==> src/rtl/page_walker_pkg.sv <==
// page_walker_pkg: shared widths, state encoding and translation cache entry type.
// Rev 1.0
`default_nettype none

package page_walker_pkg;

  localparam int OFFSET_W    = 12;
  localparam int PT_IDX_W    = 10;
  localparam int PD_IDX_W    = 10;
  localparam int VPN_W       = 20;
  localparam int PPN_W       = 20;
  localparam int PRESENT_BIT = 0;

  typedef enum logic [2:0] {
    S_IDLE   = 3'd0,
    S_L1_REQ = 3'd1,
    S_L1_CHK = 3'd2,
    S_L2_REQ = 3'd3,
    S_L2_CHK = 3'd4,
    S_RESP   = 3'd5
  } state_t;

  typedef struct packed {
    logic             valid;
    logic [VPN_W-1:0] vpn;
    logic [PPN_W-1:0] ppn;
  } tlb_entry_t;

endpackage

`default_nettype wire

==> src/rtl/page_walker_tlb.sv <==
// page_walker_tlb: fully-associative VPN->PPN cache with round-robin replacement.
// Rev 1.0
`default_nettype none

module page_walker_tlb
  import page_walker_pkg::*;
#(
  parameter int ENTRIES = 4
) (
  input  logic             clk,
  input  logic             rst,
  input  logic             flush,
  input  logic [VPN_W-1:0] lookup_vpn,
  output logic             lookup_hit,
  output logic [PPN_W-1:0] lookup_ppn,
  input  logic             fill_en,
  input  logic [VPN_W-1:0] fill_vpn,
  input  logic [PPN_W-1:0] fill_ppn
);

  localparam int PTR_W = $clog2(ENTRIES);

  tlb_entry_t       entries [ENTRIES];
  logic [PTR_W-1:0] ptr;

  // Flush has priority over a fill arriving on the same edge.
  always_ff @(posedge clk) begin
    if (rst) begin
      for (int i = 0; i < ENTRIES; i++) begin
        entries[i] <= '0;
      end
      ptr <= '0;
    end else if (flush) begin
      for (int i = 0; i < ENTRIES; i++) begin
        entries[i].valid <= 1'b0;
      end
    end else if (fill_en) begin
      entries[ptr] <= '{valid: 1'b1, vpn: fill_vpn, ppn: fill_ppn};
      ptr          <= ptr + 1'b1;
    end
  end

  always_comb begin
    lookup_hit = 1'b0;
    lookup_ppn = '0;
    for (int i = 0; i < ENTRIES; i++) begin
      if (entries[i].valid && (entries[i].vpn == lookup_vpn)) begin
        lookup_hit = 1'b1;
        lookup_ppn = entries[i].ppn;
      end
    end
  end

endmodule

`default_nettype wire

==> src/rtl/page_walker.sv <==
// page_walker: two-level page-table walker with a small translation cache.
// Rev 1.0
`default_nettype none

module page_walker
  import page_walker_pkg::*;
#(
  parameter int TLB_ENTRIES = 4
) (
  input  logic        clk,
  input  logic        rst,
  input  logic [31:0] ptbr,
  input  logic        flush,
  input  logic        req_valid,
  output logic        req_ready,
  input  logic [31:0] req_vaddr,
  output logic        resp_valid,
  input  logic        resp_ready,
  output logic [31:0] resp_paddr,
  output logic        resp_fault,
  output logic        resp_hit,
  output logic [29:0] ram_addr,
  output logic        ram_read_en,
  input  logic [31:0] ram_rdata
);

  state_t      state;
  logic [31:0] vaddr_q;
  logic        flush_seen;
  logic        tlb_hit;
  logic [PPN_W-1:0] tlb_ppn;
  logic        fill_en;
  logic        entry_present;
  logic        unused_bits;

  assign req_ready     = (state == S_IDLE) && !rst;
  assign entry_present = ram_rdata[PRESENT_BIT];
  assign unused_bits   = ^{ptbr[OFFSET_W-1:0], ram_rdata[OFFSET_W-1:1]};

  // Any flush seen since accept suppresses this walk's fill.
  assign fill_en = (state == S_L2_CHK) && entry_present && !flush_seen && !flush;

  page_walker_tlb #(
    .ENTRIES(TLB_ENTRIES)
  ) u_tlb (
    .clk       (clk),
    .rst       (rst),
    .flush     (flush),
    .lookup_vpn(req_vaddr[31:OFFSET_W]),
    .lookup_hit(tlb_hit),
    .lookup_ppn(tlb_ppn),
    .fill_en   (fill_en),
    .fill_vpn  (vaddr_q[31:OFFSET_W]),
    .fill_ppn  (ram_rdata[31:OFFSET_W])
  );

  always_ff @(posedge clk) begin
    if (rst) begin
      state       <= S_IDLE;
      vaddr_q     <= '0;
      flush_seen  <= 1'b0;
      resp_valid  <= 1'b0;
      resp_paddr  <= '0;
      resp_fault  <= 1'b0;
      resp_hit    <= 1'b0;
      ram_read_en <= 1'b0;
      ram_addr    <= '0;
    end else begin
      if (flush) begin
        flush_seen <= 1'b1;
      end
      case (state)
        S_IDLE: begin
          if (req_valid) begin
            vaddr_q    <= req_vaddr;
            flush_seen <= flush;
            if (tlb_hit) begin
              state      <= S_RESP;
              resp_valid <= 1'b1;
              resp_paddr <= {tlb_ppn, req_vaddr[OFFSET_W-1:0]};
              resp_fault <= 1'b0;
              resp_hit   <= 1'b1;
            end else begin
              state       <= S_L1_REQ;
              ram_read_en <= 1'b1;
              ram_addr    <= {ptbr[31:OFFSET_W], req_vaddr[31:32-PD_IDX_W]};
            end
          end
        end
        S_L1_REQ: begin
          ram_read_en <= 1'b0;
          state       <= S_L1_CHK;
        end
        S_L1_CHK: begin
          if (entry_present) begin
            state       <= S_L2_REQ;
            ram_read_en <= 1'b1;
            ram_addr    <= {ram_rdata[31:OFFSET_W], vaddr_q[OFFSET_W+PT_IDX_W-1:OFFSET_W]};
          end else begin
            state      <= S_RESP;
            resp_valid <= 1'b1;
            resp_paddr <= '0;
            resp_fault <= 1'b1;
            resp_hit   <= 1'b0;
          end
        end
        S_L2_REQ: begin
          ram_read_en <= 1'b0;
          state       <= S_L2_CHK;
        end
        S_L2_CHK: begin
          state      <= S_RESP;
          resp_valid <= 1'b1;
          resp_hit   <= 1'b0;
          if (entry_present) begin
            resp_paddr <= {ram_rdata[31:OFFSET_W], vaddr_q[OFFSET_W-1:0]};
            resp_fault <= 1'b0;
          end else begin
            resp_paddr <= '0;
            resp_fault <= 1'b1;
          end
        end
        S_RESP: begin
          if (resp_ready) begin
            resp_valid <= 1'b0;
            state      <= S_IDLE;
          end
        end
        default: begin
          state <= S_IDLE;
        end
      endcase
    end
  end

endmodule

`default_nettype wire

==> config.mk <==
export PLATFORM = sky130hd
export DESIGN_NAME = page_walker
export DESIGN_NICKNAME = d
export VERILOG_FILES = /design/src/rtl/page_walker_pkg.sv /design/src/rtl/page_walker_tlb.sv /design/src/rtl/page_walker.sv
export SDC_FILE = /design/constraint.sdc
export NUM_CORES = 1
export LEC_CHECK = 0
export CAP_MARGIN = 40
export CELL_PAD_IN_SITES_DETAIL_PLACEMENT = 0
export CELL_PAD_IN_SITES_GLOBAL_PLACEMENT = 2
export CORE_MARGIN = 5
export CORE_UTILIZATION = 35
export CTS_CLUSTER_DIAMETER = 60
export DETAILED_ROUTE_END_ITERATION = 7
export PLACE_DENSITY = 0.89
export SETUP_SLACK_MARGIN = 0.05
export SYNTH_ARGS = -nofsm -noshare
export SYNTH_HDL_FRONTEND = slang
export SYNTH_SLANG_ARGS = --single-unit
==> constraint.sdc <==
create_clock -name clk -period 3.81 [get_ports clk]
set_input_delay 0.762 -clock clk [delete_from_list [all_inputs] [get_ports clk]]
set_output_delay 0.762 -clock clk [all_outputs]
set_load 0.02 [all_outputs]
---- Word level (Yosys, flattened, before mapping) ----
Memories as Yosys holds them, arrays and structs flattened.
Index checks and enable logic that the tools add are counted.
operators by class
  add/sub/neg operators ................... 1
  bitwise operators ....................... 5
  multiplexer cells ....................... 56
  equality and inequality tests ........... 15
  reductions and logical operators ........ 25
operators by type and width
  cell                                                 count
  2-to-1 mux 32 bit                                    4
  one-hot mux 32 bit (3 select lines)                  1
  2-to-1 mux 30 bit                                    3
  equality test 20 bit                                 4
  2-to-1 mux 20 bit                                    4
  one-hot mux 30 bit (2 select lines)                  1
  2-to-1 mux 41 bit                                    1
  OR reduction 41 bit                                  1
  2-to-1 mux 1 bit                                     31
  one-hot mux 3 bit (6 select lines)                   1
  2-to-1 mux 3 bit                                     4
  inequality test 2 bit, second input constant         6
  AND reduction 4 bit                                  3
  one-hot mux 1 bit (3 select lines)                   3
  logical AND 1 bit                                    8
  equality test 3 x 2 -> 1 bit, second input constant  2
  equality test 3 bit, second input constant           2
  AND reduction 2 bit                                  3
  nonzero test 3 bit                                   2
  AND reduction 5 bit                                  1
  2-to-1 mux 2 bit                                     2
  OR 1 bit                                             4
  one-hot mux 1 bit (4 select lines)                   1
  nonzero test 4 bit                                   1
  other kinds (7)                                      9
word-level totals
  word-level logic and storage cells ...... 113
  input port bits ......................... 101
  RAM bits ................................ 164
  register bits ........................... 104
  memories kept ........................... 1
memories
  name           depth  bits a word  read ports  clocked after Yosys merged registers in  wr ports  RTL line               source
  u_tlb.entries  4      41           4           0                                        4         page_walker_tlb.sv:23  tlb_entry_t entries [ENTRIES];

---- Logic depth before layout (Yosys ltp) ----
  word-level depth ........................ 10
  depth in mapped cells ................... 9

---- Hierarchy ----
Synthesis repeated with hierarchy kept, for this count alone.
unflattened totals
  cells, all modules ...................... 1131
  area total of the unflattened synthesis .. 12505.7 um^2
modules (own cells, without submodules)
  module           instances  cells each  seq. area each (um^2)  area an instance (um^2)
  page_walker_tlb  1          613         4924.7                 8032.7
  page_walker      1          518         2042.0                 4473.0

---- Worst setup path after synthesis ----
Ideal clock, no wire load.
  path kind ............................... input to register
  start point ............................. input req_vaddr[28]
  end point ............................... register resp_paddr[3]
  required time ........................... 3.673 ns
  library setup time ...................... 0.137 ns
  stages on the path ...................... 9
  arrival time ............................ 2.878 ns
  slack ................................... 0.795 ns
  cells stage by stage .................... buf_2 > xor2_1 > or4_1 > or4_4 > o22ai_2 > o21ai_2 > buf_6 > a222oi_1 > nor3_2
between the ends
  word-level cells in the longest chain between the ends .. 8
ends and longest elaborated chain
  what                                      RTL line               source
  start: declaration                        page_walker.sv:16      input logic [31:0] req_vaddr,
  equality test 20 bit                      page_walker_tlb.sv:47  if (entries[i].valid && (entries[i].vpn == lookup_vpn)) begin
  logical AND 1 bit                         page_walker_tlb.sv:47
  2-to-1 mux 1 bit (3 in a row)             page_walker_tlb.sv:47
  2-to-1 mux 1 bit *                        page_walker_tlb.sv:47
  inequality test 2 bit (no source line) *  --
  AND reduction 4 bit (no source line) *    --
  end signal: assignment                    page_walker.sv:80      resp_paddr <= {tlb_ppn, req_vaddr[OFFSET_W-1:0]};
  end signal: assignment                    page_walker.sv:116     resp_paddr <= {ram_rdata[31:OFFSET_W], vaddr_q[OFFSET_W-1:0]};
  end: declaration                          page_walker.sv:19      output logic [31:0] resp_paddr,
Mark *: on every way between the ends. The rest lies on a longest branch, timed or not.
A chain may end at the register's enable or synchronous reset.

---- Worst setup path after layout ----
  start point ............................. input req_vaddr[18]
  end point ............................... register resp_paddr[17]
between the ends
  word-level cells in the longest chain between the ends .. 9
ends and longest elaborated chain
  what                                 RTL line               source
  equality test 20 bit                 page_walker_tlb.sv:47
  logical AND 1 bit                    page_walker_tlb.sv:47
  2-to-1 mux 20 bit (4 in a row)       page_walker_tlb.sv:47
  2-to-1 mux 32 bit                    page_walker.sv:77      if (tlb_hit) begin
  2-to-1 mux 32 bit                    page_walker.sv:74      if (req_valid) begin
  one-hot mux 32 bit (3 select lines)  page_walker.sv:72      case (state)
Parallel ways exist; a longest one is shown, timed or not. The select of a mux whose other input is x is not followed.

==> summary.md <==
| Metric | Value |
|---|---|
| DR vias/cell | `5.37` |
| GRT Total Usage | `18.4%` |
| Post-route cell area | `16000 µm²` |
| Max cap viols | `0` |
| Hold path start | `vaddr_q[11]` |
| DRC | `0` |
| CP Capture Type | `flop` |
| Net Count, Synth | `1378` |
| CP Class | `in2reg` |
| Hold Crit Class | `reg2reg` |
| Area of the mapped netlist | `12800 µm²` |
| DRT Pass-1 Iters | `6` |
| Setup ws final | `0.599 ns` |
| Clock power share | `39.8%` |
| Initial antenna violation count | `1` |
| Routed Antenna Nets | `0` |
| CP Cell Sequence | `clkdlybuf4s50_1 -> xor2_1 -> nor4_1 -> and4_1 -> o2bb2ai_1 -> o21ai_2 -> nand2_1 -> buf_12 -> a221oi_1` |
| Max Clock Skew | `0.0142 ns` |
| H-tree depth | `1` |
| RSZ-0062 raised after global routing | `no` |
| Layout Utilization | `43.9%` |
| Die H | `201 µm` |
| Initial Utilization | `35.3%` |
| Count of final max-slew check failures | `0` |
| Final count of hold timing violations | `0` |
| Final cycle utilization of the critical path | `84.3%` |
| Worst skew pair latency | `0.56 ns` |
| Vias in the first global route | `9986` |
| Sw Pwr | `2.04 mW` |
| Post-DP HPWL | `25800 µm` |
| Synthesized instance count | `1273` |
| Final wirelength | `38800 µm` |
| Non-Filler Instances | `1881` |
| Register Area | `6970 µm²` |
| Crit path largest cell delay | `0.67 ns` |
| Routed len/inst | `20.6 µm` |
| Critical path's top delay family | `compound AO/OA/AOI/OAI gates` |
| Peak supply drop | `331 µV` |
| Port Buffers | `144` |
| WP buf/inv | `2` |
| Post-place setup slack | `0.0279 ns` |
| Area grow syn2layout | `24.5%` |
| Area of the multi-input gates | `5370 µm²` |
| Combinational share of power | `16.2%` |
| Iteration-0 DRC Markers | `887` |
| Hold_ws | `0.458 ns` |
| Crit. Startpoint | `req_vaddr[18]` |
| Worst Path Required | `4.26 ns` |
| CTS Buf Count | `31` |
| Avg Inst Size Synth | `10.1 µm²` |
| Flop pwr share | `44.0%` |
| Post-CTS setup buffer count | `0` |
| Row cnt | `70` |
| PwrDens | `480 nW/µm²` |
| CTS tree | `built` |
| Switching share of power | `26.5%` |
| Worst-path clk slew | `0.06 ns` |
| Cells after DPL | `1823` |
| Total Power | `7.67 mW` |
| Actual slew at the worst max-slew pin | `0.790 ns` |
| Worst path slowest cell | `clkdlybuf4s50_1` |
| Part of the Yosys area used for sequential elements | `54.3%` |
| Reg2reg start | `u_tlb.entries[0][23]` |
| Detailed-route via count | `10109` |
| DIE WIDTH | `201 µm` |
| Int Pwr | `5.63 mW` |
| Post-cts resize count | `0` |
| Slew HR | `47.3%` |
| Achievable Freq | `311 MHz` |
| # setup viols final | `0` |
| Fill cell count | `3434` |
| Worst-case clock buffer depth | `3` |
| Synth area leaders | `edfxtp_1 37%, dfxtp_1 17%, and3_1 5.9%` |
| Unique masters post-synth | `56` |
| Prevailing post-synth register cell | `edfxtp_1` |
| Yosys top cell area share | `37.5%` |
| Gr ovfl total | `0` |
| Die ar. | `40600 µm²` |
| Clock Tree Root | `clkbuf_16` |
| Nets | `1493` |
| I/O pin count | `168` |
| Yosys reg bits | `268` |
| Largest net degree at the start of global routing | `70` |
| Layout cells sized above 1 | `10.6%` |
| Status | `complete, no violations` |
| Startpoint Class | `input pin` |
| Area of the core | `36300 µm²` |
| Post-DP Area | `14900 µm²` |
| First-pass GRT wire length | `59400 µm` |
| Arr. time, crit path | `3.66 ns` |
| EDFF count, synth | `160` |
| Asr flop ratio synth | `0%` |
| Post-synth top area cell | `edfxtp_1` |
| Setup_tns | `0 ns` |
| GPL Wtd Cong | `0.855` |
| Crit-path max FO | `20` |
| Hold buffer count at CTS | `0` |
| CTS sink cnt | `268` |
| Pleak | `6.19 nW` |
| Yosys warns | `0` |
| Final Critical Period | `3.21 ns` |
path summary, 6_finish.rpt:
check	end	slack (ns)	cells past startpoint
setup / recovery	resp_paddr[17]	0.60	9
hold / removal	vaddr_q[11]	0.46	2
setup reg to reg	resp_paddr[17]	0.96	8
hold reg to reg	vaddr_q[11]	0.46	2
cell type report:
type | instances | area share (%)
well taps | 468 | 3.67
flip-flops and latches | 268 | 43.6
diodes | 1 | 0.0157
clock buffers | 37 | 5.12
repair buffers | 205 | 12.3
inverters | 6 | 0.141
clock inverters | 20 | 1.47
multi-input cells | 876 | 33.6
power by group through the flow:
stage	clock network, mW	logic (mW)	registers [mW]
3_5_place_dp	0	1.25	3.43
5_1_grt	3.24	1.35	3.40
6_report	3.05	1.24	3.37
4_1_cts	3.12	1.25	3.37
2_1_floorplan	0	0.613	3.51
3_3_place_gp	0	1.23	3.43
cell usage in the layout, fill, tap and decap left out, drive strengths merged, types with 54 or more instances in the layout:
cell and instances:
buf 62, nand3 77, edfxtp 160, dfxtp 108
and3 121, a21oi 54, nor2 63, and2 67
nand2 137, clkdlybuf4s50 143, nor3 60
cells in the mapped netlist, types with 2 or more instances:
cell / n
nor2_1: 63
xnor2_1: 41
ha_1: 4
nor4_1: 15
o21ai_0: 23
clkbuf_1: 108
a222oi_1: 12
nor3_1: 41
a221oi_1: 22
nand2b_1: 33
edfxtp_1: 160
nand3_1: 77
or2_2: 5
buf_6: 7
a21boi_0: 2
or4_1: 2
a21oi_1: 54
o22ai_1: 30
a221o_1: 20
a21o_1: 5
o32ai_1: 2
dfxtp_1: 108
and3_1: 121
inv_1: 6
buf_2: 7
nand4_1: 16
nand2_1: 137
xor2_1: 41
nor3_2: 19
and2_1: 66
per-layer routing:
metal	vias up	wire (µm)	global-route usage [%]
met2	392	17400	28.8
met5	-	0	0
met4	0	769	4.47
li1	4827	-	-
met1	4838	17500	26.3
met3	52	3110	3.72
worst min-delay path, stage by stage (launching register included):
cell	delay [ns]
dfxtp_1	0.31
nand2_1	0.05
a21oi_1	0.05
state kept, by name (all words and copies together) (netlist names):
name           count
flush_seen         1
ram_addr          30
ram_read_en        1
resp_fault         1
resp_hit           1
resp_paddr        32
resp_valid         1
state              3
u_tlb.entries    164
u_tlb.ptr          2
vaddr_q           32
cells by family after synthesis:
logic type      after synthesis  share of synthesized area, %
compound gates              184                          10.1
xor+xnor                     82                          5.60
fa+ha+maj                     4                         0.390
buf+inv                     129                          4.28
flops                       268                          54.3
mux                           1                        0.0781
simple gates                605                          25.2
Note: power is estimated with default switching activity, not from simulation.
